`src/rtl/uart_tx_arbiter.sv`:
```
// Round-robin, message-granular arbiter sharing one uart_tx among NUM_REQ byte streams.
// Optional stall timeout with forced grant release is enabled by defining UART_ARB_TIMEOUT_EN.
//
// state | meaning
// ------+--------------------------------------------------------------
// ARB   | no owner; pick the next valid requester after last_owner
// XFER  | owner holds the grant until its req_last byte is accepted
module uart_tx_arbiter #(
    parameter int NUM_REQ     = 4,
    parameter int TIMEOUT_CYC = 1200000
) (
    input  logic                   clk,
    input  logic                   rst_n,
    input  logic [NUM_REQ-1:0]     req_valid,
    input  logic [8*NUM_REQ-1:0]   req_data,
    input  logic [NUM_REQ-1:0]     req_last,
    output logic [NUM_REQ-1:0]     req_ready,
    output logic [NUM_REQ-1:0]     grant,
    output logic [7:0]             tx_byte,
    output logic                   tx_start,
    input  logic                   tx_busy,
    output logic                   arb_timeout
);

    localparam int IW = (NUM_REQ > 1) ? $clog2(NUM_REQ) : 1;

    if (NUM_REQ < 2 || NUM_REQ > 8 || TIMEOUT_CYC < 1) begin : g_bad_param
        $error("uart_tx_arbiter: NUM_REQ must be 2..8 and TIMEOUT_CYC >= 1");
    end

    typedef enum logic {ARB, XFER} state_t;

    state_t               state;
    logic [IW-1:0]        owner;
    logic [IW-1:0]        last_owner;
    logic [IW-1:0]        next_idx;
    logic [IW-1:0]        cand;
    logic                 found;
    logic [NUM_REQ-1:0]   next_grant;
    logic                 owner_valid;
    logic                 owner_last;
    logic [7:0]           owner_byte;
    logic                 can_issue;
    logic                 accept;
    logic                 timeout_hit;

    // Search starts just after the previous owner so every requester gets a turn.
    always_comb begin
        next_idx = '0;
        found    = 1'b0;
        cand     = '0;
        for (int k = 1; k <= NUM_REQ; k++) begin
            cand = IW'((int'(last_owner) + k) % NUM_REQ);
            if (!found && req_valid[cand]) begin
                found    = 1'b1;
                next_idx = cand;
            end
        end
    end

    always_comb begin
        next_grant           = '0;
        next_grant[next_idx] = 1'b1;
    end

    assign owner_valid = req_valid[owner];
    assign owner_last  = req_last[owner];
    assign owner_byte  = req_data[{owner, 3'b000} +: 8];

    // tx_start blocks the cycle after an accept, before uart_tx has raised tx_busy.
    assign can_issue = (state == XFER) && !tx_busy && !tx_start;
    assign accept    = can_issue && owner_valid;

    always_comb begin
        req_ready = '0;
        if (can_issue) begin
            req_ready[owner] = 1'b1;
        end
    end

`ifdef UART_ARB_TIMEOUT_EN
    localparam int CW = $clog2(TIMEOUT_CYC + 1);

    logic [CW-1:0] stall_cnt;

    assign timeout_hit = (state == XFER) && !owner_valid &&
                         (stall_cnt == CW'(TIMEOUT_CYC - 1));

    // Only an absent owner counts as a stall; waiting on tx_busy does not.
    always_ff @(posedge clk or negedge rst_n) begin
        if (!rst_n) begin
            stall_cnt <= '0;
        end else if (state != XFER || accept || timeout_hit) begin
            stall_cnt <= '0;
        end else if (!owner_valid) begin
            stall_cnt <= stall_cnt + 1'b1;
        end
    end
`else
    assign timeout_hit = 1'b0;
`endif

    always_ff @(posedge clk or negedge rst_n) begin
        if (!rst_n) begin
            state       <= ARB;
            owner       <= '0;
            last_owner  <= IW'(NUM_REQ - 1);
            grant       <= '0;
            tx_byte     <= 8'h00;
            tx_start    <= 1'b0;
            arb_timeout <= 1'b0;
        end else begin
            tx_start    <= 1'b0;
            arb_timeout <= 1'b0;
            case (state)
                ARB: begin
                    if (found) begin
                        owner <= next_idx;
                        grant <= next_grant;
                        state <= XFER;
                    end
                end
                XFER: begin
                    if (accept) begin
                        tx_byte  <= owner_byte;
                        tx_start <= 1'b1;
                        if (owner_last) begin
                            last_owner <= owner;
                            grant      <= '0;
                            state      <= ARB;
                        end
                    end else if (timeout_hit) begin
                        arb_timeout <= 1'b1;
                        last_owner  <= owner;
                        grant       <= '0;
                        state       <= ARB;
                    end
                end
                default: begin
                    grant <= '0;
                    state <= ARB;
                end
            endcase
        end
    end

endmodule

```
`config.mk`:
```
export PLATFORM = sky130hd
export DESIGN_NAME = uart_tx_arbiter
export DESIGN_NICKNAME = d
export VERILOG_FILES = /design/src/rtl/uart_tx_arbiter.sv
export SDC_FILE = /design/constraint.sdc
export NUM_CORES = 1
export LEC_CHECK = 0
export ABC_AREA = 1
export CAP_MARGIN = 15
export CORE_UTILIZATION = 35
export CTS_CLUSTER_SIZE = 24
export DETAILED_ROUTE_END_ITERATION = 6
export GPL_TIMING_DRIVEN = 0
export PLACE_DENSITY = 0.79
export SLEW_MARGIN = 40
export SYNTH_ARGS = -nofsm -noshare
export SYNTH_HDL_FRONTEND = slang
export SYNTH_SLANG_ARGS = --single-unit
export TNS_END_PERCENT = 1
```
`constraint.sdc`:
```
create_clock -name clk -period 2.19 [get_ports clk]
set_clock_uncertainty 0.05 [all_clocks]
set_input_delay 0.438 -clock clk [delete_from_list [all_inputs] [get_ports clk]]
set_output_delay 0.438 -clock clk [all_outputs]
set_load 0.02 [all_outputs]
```
After elaboration in Yosys (flattened, before gate mapping)
Cells that the tools add are included.
Storage, ports and cells
  register bits: 18
  input port bits: 43
  output and inout bits: 18
  word-level logic and storage cells: 75
Cells by class
  add/subtract/negate cells: 4
  magnitude comparators: 8
  equal/unequal tests: 3
  shift-type cells: 1
  muxes and demuxes: 35
  bitwise operators: 1
  reduce and logical (&&, ||, !) cells: 17
Operator list (number)
  indexed part select 32 x 6 -> 8 bit: 1
  < comparator 2 x 3 -> 1 bit (second input constant): 6
  two-way mux 1 bit: 17
  two-way mux 4 bit: 4
  binary-select mux 1 bit (select 2 bit): 6
  logical AND 1 bit: 8
  two-way mux 2 bit: 4
  case mux 4 bit (2 select lines): 1
  AND reduction 3 bit: 2
  zero test 1 bit: 5
  adder 2 x 1 -> 2 bit (second input constant): 2
  adder 2 bit (second input constant): 2
  demux 1 bit (select 2 bit): 2
  greater-or-equal comparator 2 x 1 -> 1 bit (second input constant): 2
  != test 2 x 1 -> 1 bit (second input constant): 2
  AND reduction 2 bit: 2
  != test 2 bit (second input constant): 1
  case mux 1 bit (2 select lines): 1
  NOT 1 bit: 1

Depth between registers and ports, before layout
  word-level depth: 19
  depth in mapped cells: 14
  depth with buffers taken out: 12

Worst setup path after synthesis
Ideal clock, no wire load.
  path kind: reg-to-output
  start: register tx_start
  end: output req_ready[0]
  arrival time: 1.411 ns
  data required time: 1.702 ns
  slack: 0.291 ns
  stages on the path, launching flop included: 4
  buffers on the path: 0
  path through: dfrtp_1 > nor3_1 > inv_1 > nor3_1
Between the ends
  word-level cells in the longest chain between the ends: 3
Ends and longest elaborated chain
  from (decl): RTL line 20  | output logic tx_start,
  from (signal assigned): RTL line 110  | tx_start <= 1'b0;
  from (signal assigned): RTL line 113  | tx_start <= 1'b0;
  from (signal assigned): RTL line 126  | tx_start <= 1'b1;
  zero test 1 bit: RTL line 71  | assign can_issue = (state == XFER) && !tx_busy && !tx_start;
  logical AND 1 bit: RTL line 71
  two-way mux 4 bit: RTL line 76  | if (can_issue) begin
  to (decl): RTL line 17  | output logic [NUM_REQ-1:0] req_ready,
Every way passes these cells.

Worst setup path in the final report
  start: input tx_busy
  end: output req_ready[0]
Between the ends
  word-level cells in the longest chain between the ends: 4
Ends and longest elaborated chain
  from (decl): RTL line 21  | input logic tx_busy,
  zero test 1 bit: RTL line 71
  logical AND 1 bit (2 in series): RTL line 71
  two-way mux 4 bit: RTL line 76
Every way passes these cells.

==> results.md <==
- Vias in the first global route: 1461
- Cell breakdown of the critical path: clkdlybuf4s50_1, nor3_4, inv_1, nor3_1, buf_2
- Startpoint Class: input port
- Fin crit share: 0.947
- HPWL after DPL: 2.81 mm
- Synthesis warning total: 0
- Worst Hold Class: in2async
- Post-synth cell types: 30
- Sequential cell area fraction in the yosys report: 0.321
- Diode count: 0
- Peak supply drop: 0.676 mV
- Post-synth top area cell: dfrtp_1
- Cell Rows: 22
- Clock period minus final worst setup slack: 2.07 ns
- Max clock buf depth: 2
- Async set-reset flop share out of synthesis: 1.00
- Routed wire length: 3.51 mm
- Clk root buf: clkbuf_8
- Initial DRC count: 50
- Worst-Skew Late Latency: 0.25 ns
- FMAX: 482 MHz
- Gpl congestion: 0.781
- Pleak: 1.01 nW
- Met3 usage: 0.0486
- Placed insts: 298
- DRT Pass-1 Iters: 4
- Kind of critical path: in2out
- Vias: 1444
- CP max-delay cell: clkdlybuf4s50_1
- CP arrival: 1.59 ns
- Die Width: 65.4 um
- #FFs+latches synth: 18
- Synth Area in XOR/XNOR: 0
- Synthesized net count: 234
- Commonest cells post-synth: nand2_1, nand3_1, dfrtp_1
- R2R Setup Slk: 0.34 ns
- Max_cap viols: 0
- Post-synthesis mux area share: 0
- Fin. Hold Viols: 0
- CP endpoint kind: primary output
- Starting Density: 0.374
- Top-count cell post-synth: nand2_1
- Maximum net fanout on the critical path: 4
- Synth Area in Compound Gates: 0.0844
- Reg2Reg Depth: 9
- Worst-path clk slew: 0.07 ns
- Crit-path max cell delay: 0.45 ns
- Prevailing post-synth register cell: dfrtp_1
- First-pass GRT wire length: 6.02 mm
- Vias per inst: 4.78
- IO Pins: 61
- Total track usage: 0.179
- Total clock sinks: 18
- Htree depth: 1
- Largest net degree at the start of global routing: 19
- Status: completed
- Pwr per Cell Area: 1330 nW/um2
- Total gr overflow: 0
- Synth area leaders: dfrtp_1, nand2_1, nand2_4, nand3_1, a22oi_1
- Port Buffers: 59
- TritonCTS Buffers: 3
- Unrepaired setup endpoints after global routing: no
- Antenna Nets Post-Route: 0
- Synth Instances: 191
- Hold slack: 0.0520 ns
- GR met2 Demand/Resource: 0.354
- Simple-gate area share of the yosys netlist: 0.504
- DRC: 0
- WL/cell: 11.6 um
- Die H: 65.4 um
- Nets: 298
- EDFF count, synth: 0
- Area Overhead vs Synth: 49.3%
- Post-CTS Hold Buffers: 0
- WP data required: 1.70 ns
- Slew Viols, Final: 0
- Syn Std Cell Area: 1410 um2
- Ratio of cells with drive above 1 in the final layout: 0.209
- Most Crowded Layer GR: met2
- R2R Path End: grant[2]
- CTS tree: done
- Die area: 4280 um2
- Setup violators final: 0
- Antenna violations before repair: 0
- Core outline area: 3770 um2
- Non-Filler Instances: 302
- Syn Area/Cell: 7.38 um2
- Postcts setup bufs: 0
- Post-Synth Adder-Cell Area: 0
- Reg-to-reg startpoint: owner[0]
- Largest family of logic cells by synthesized area: simple AND/OR/NAND/NOR gates
- M1 GR Usage: 0.192
- Post-synth top area share: 0.284
==> registers in the layout, summed over array words and instances (netlist names) <==
name / count
tx_byte: 8
grant: 4
last_owner: 2
owner: 2
state: 1
tx_start: 1
==> report_power, final <==
part	internal, mW	switching (mW)
logic	0.762	1.19
clock network	0.160	0.107
registers	0.488	0.0880
==> through the flow <==
step	power, mW	TNS, ns	instance area, um2	setup slack (ns)	utilization
2_1_floorplan	1.96	0	1410	0.291	-
3_3_place_gp	2.50	-2.08	2060	-0.565	0.546
3_5_place_dp	2.53	-2.10	2060	-0.567	0.546
4_1_cts	2.82	-0.00185	2120	-0.00185	0.561
5_1_grt	3.04	0	2100	0.0605	0.558
6_report	2.79	0	2100	0.116	0.558
==> how the worst max path moves through the flow <==
stage,from,endpoint,slack [ns],cells after the start
2_1_floorplan,tx_start,req_ready[0],0.29,3
3_3_place_gp,tx_busy,req_ready[0],-0.57,5
3_5_place_dp,tx_busy,req_ready[0],-0.57,5
4_1_cts,tx_busy,req_ready[1],-0.002,5
5_1_grt,tx_busy,req_ready[0],0.06,5
6_report,tx_busy,req_ready[0],0.12,5
==> per-layer routing <==
layer,vias up,routed length [um],part of all wire
li1,750,-,-
met1,651,1440,0.41
met2,43,1900,0.54
met3,0,176,0.050
met4,0,0,0
met5,-,0,0
==> what timing repair did <==
action	4_1_cts	5_1_grt
pin swaps	1	0
endpoints found under the setup margin	4	2
gates resized for setup	15	4
==> cell type report <==
type	instances	area, um2
Buffer	6	57.6
Clock buffer	4	55.1
Fill cell	346	1670
Inverter	16	67.6
Multi-Input combinational cell	151	845
Sequential cell	18	453
Tap cell	48	60.1
Timing Repair Buffer	59	566
==> cells by family (layout without fill, tap and decap cells) <==
kind of cell	count (synthesis)	after routing
AND/OR/NAND/NOR	134	134
buffers and inverters	22	85
AO/OA/AOI/OAI	16	16
flip-flops	18	18
other	1	1
==> cell usage in the layout (no fill, tap or decap), drive strengths merged <==
master and instances:
a22oi 11, inv 14, nand4 5, o21ai 4, a21boi 1, dfrtp 16, buf 8, clkdlybuf4s50 54
clkbuf 7, clkinv 2, nand3 25, conb 1, nand3b 1, dfstp 2, nor3 3, nor2 8
nand2 92
==> worst max-delay path, delay by kind of cell <==
kind / cells / cell delay, ns
buf+inv: 3 / 0.75
simple gates: 2 / 0.38
Note: power is estimated with default switching activity, not from simulation.
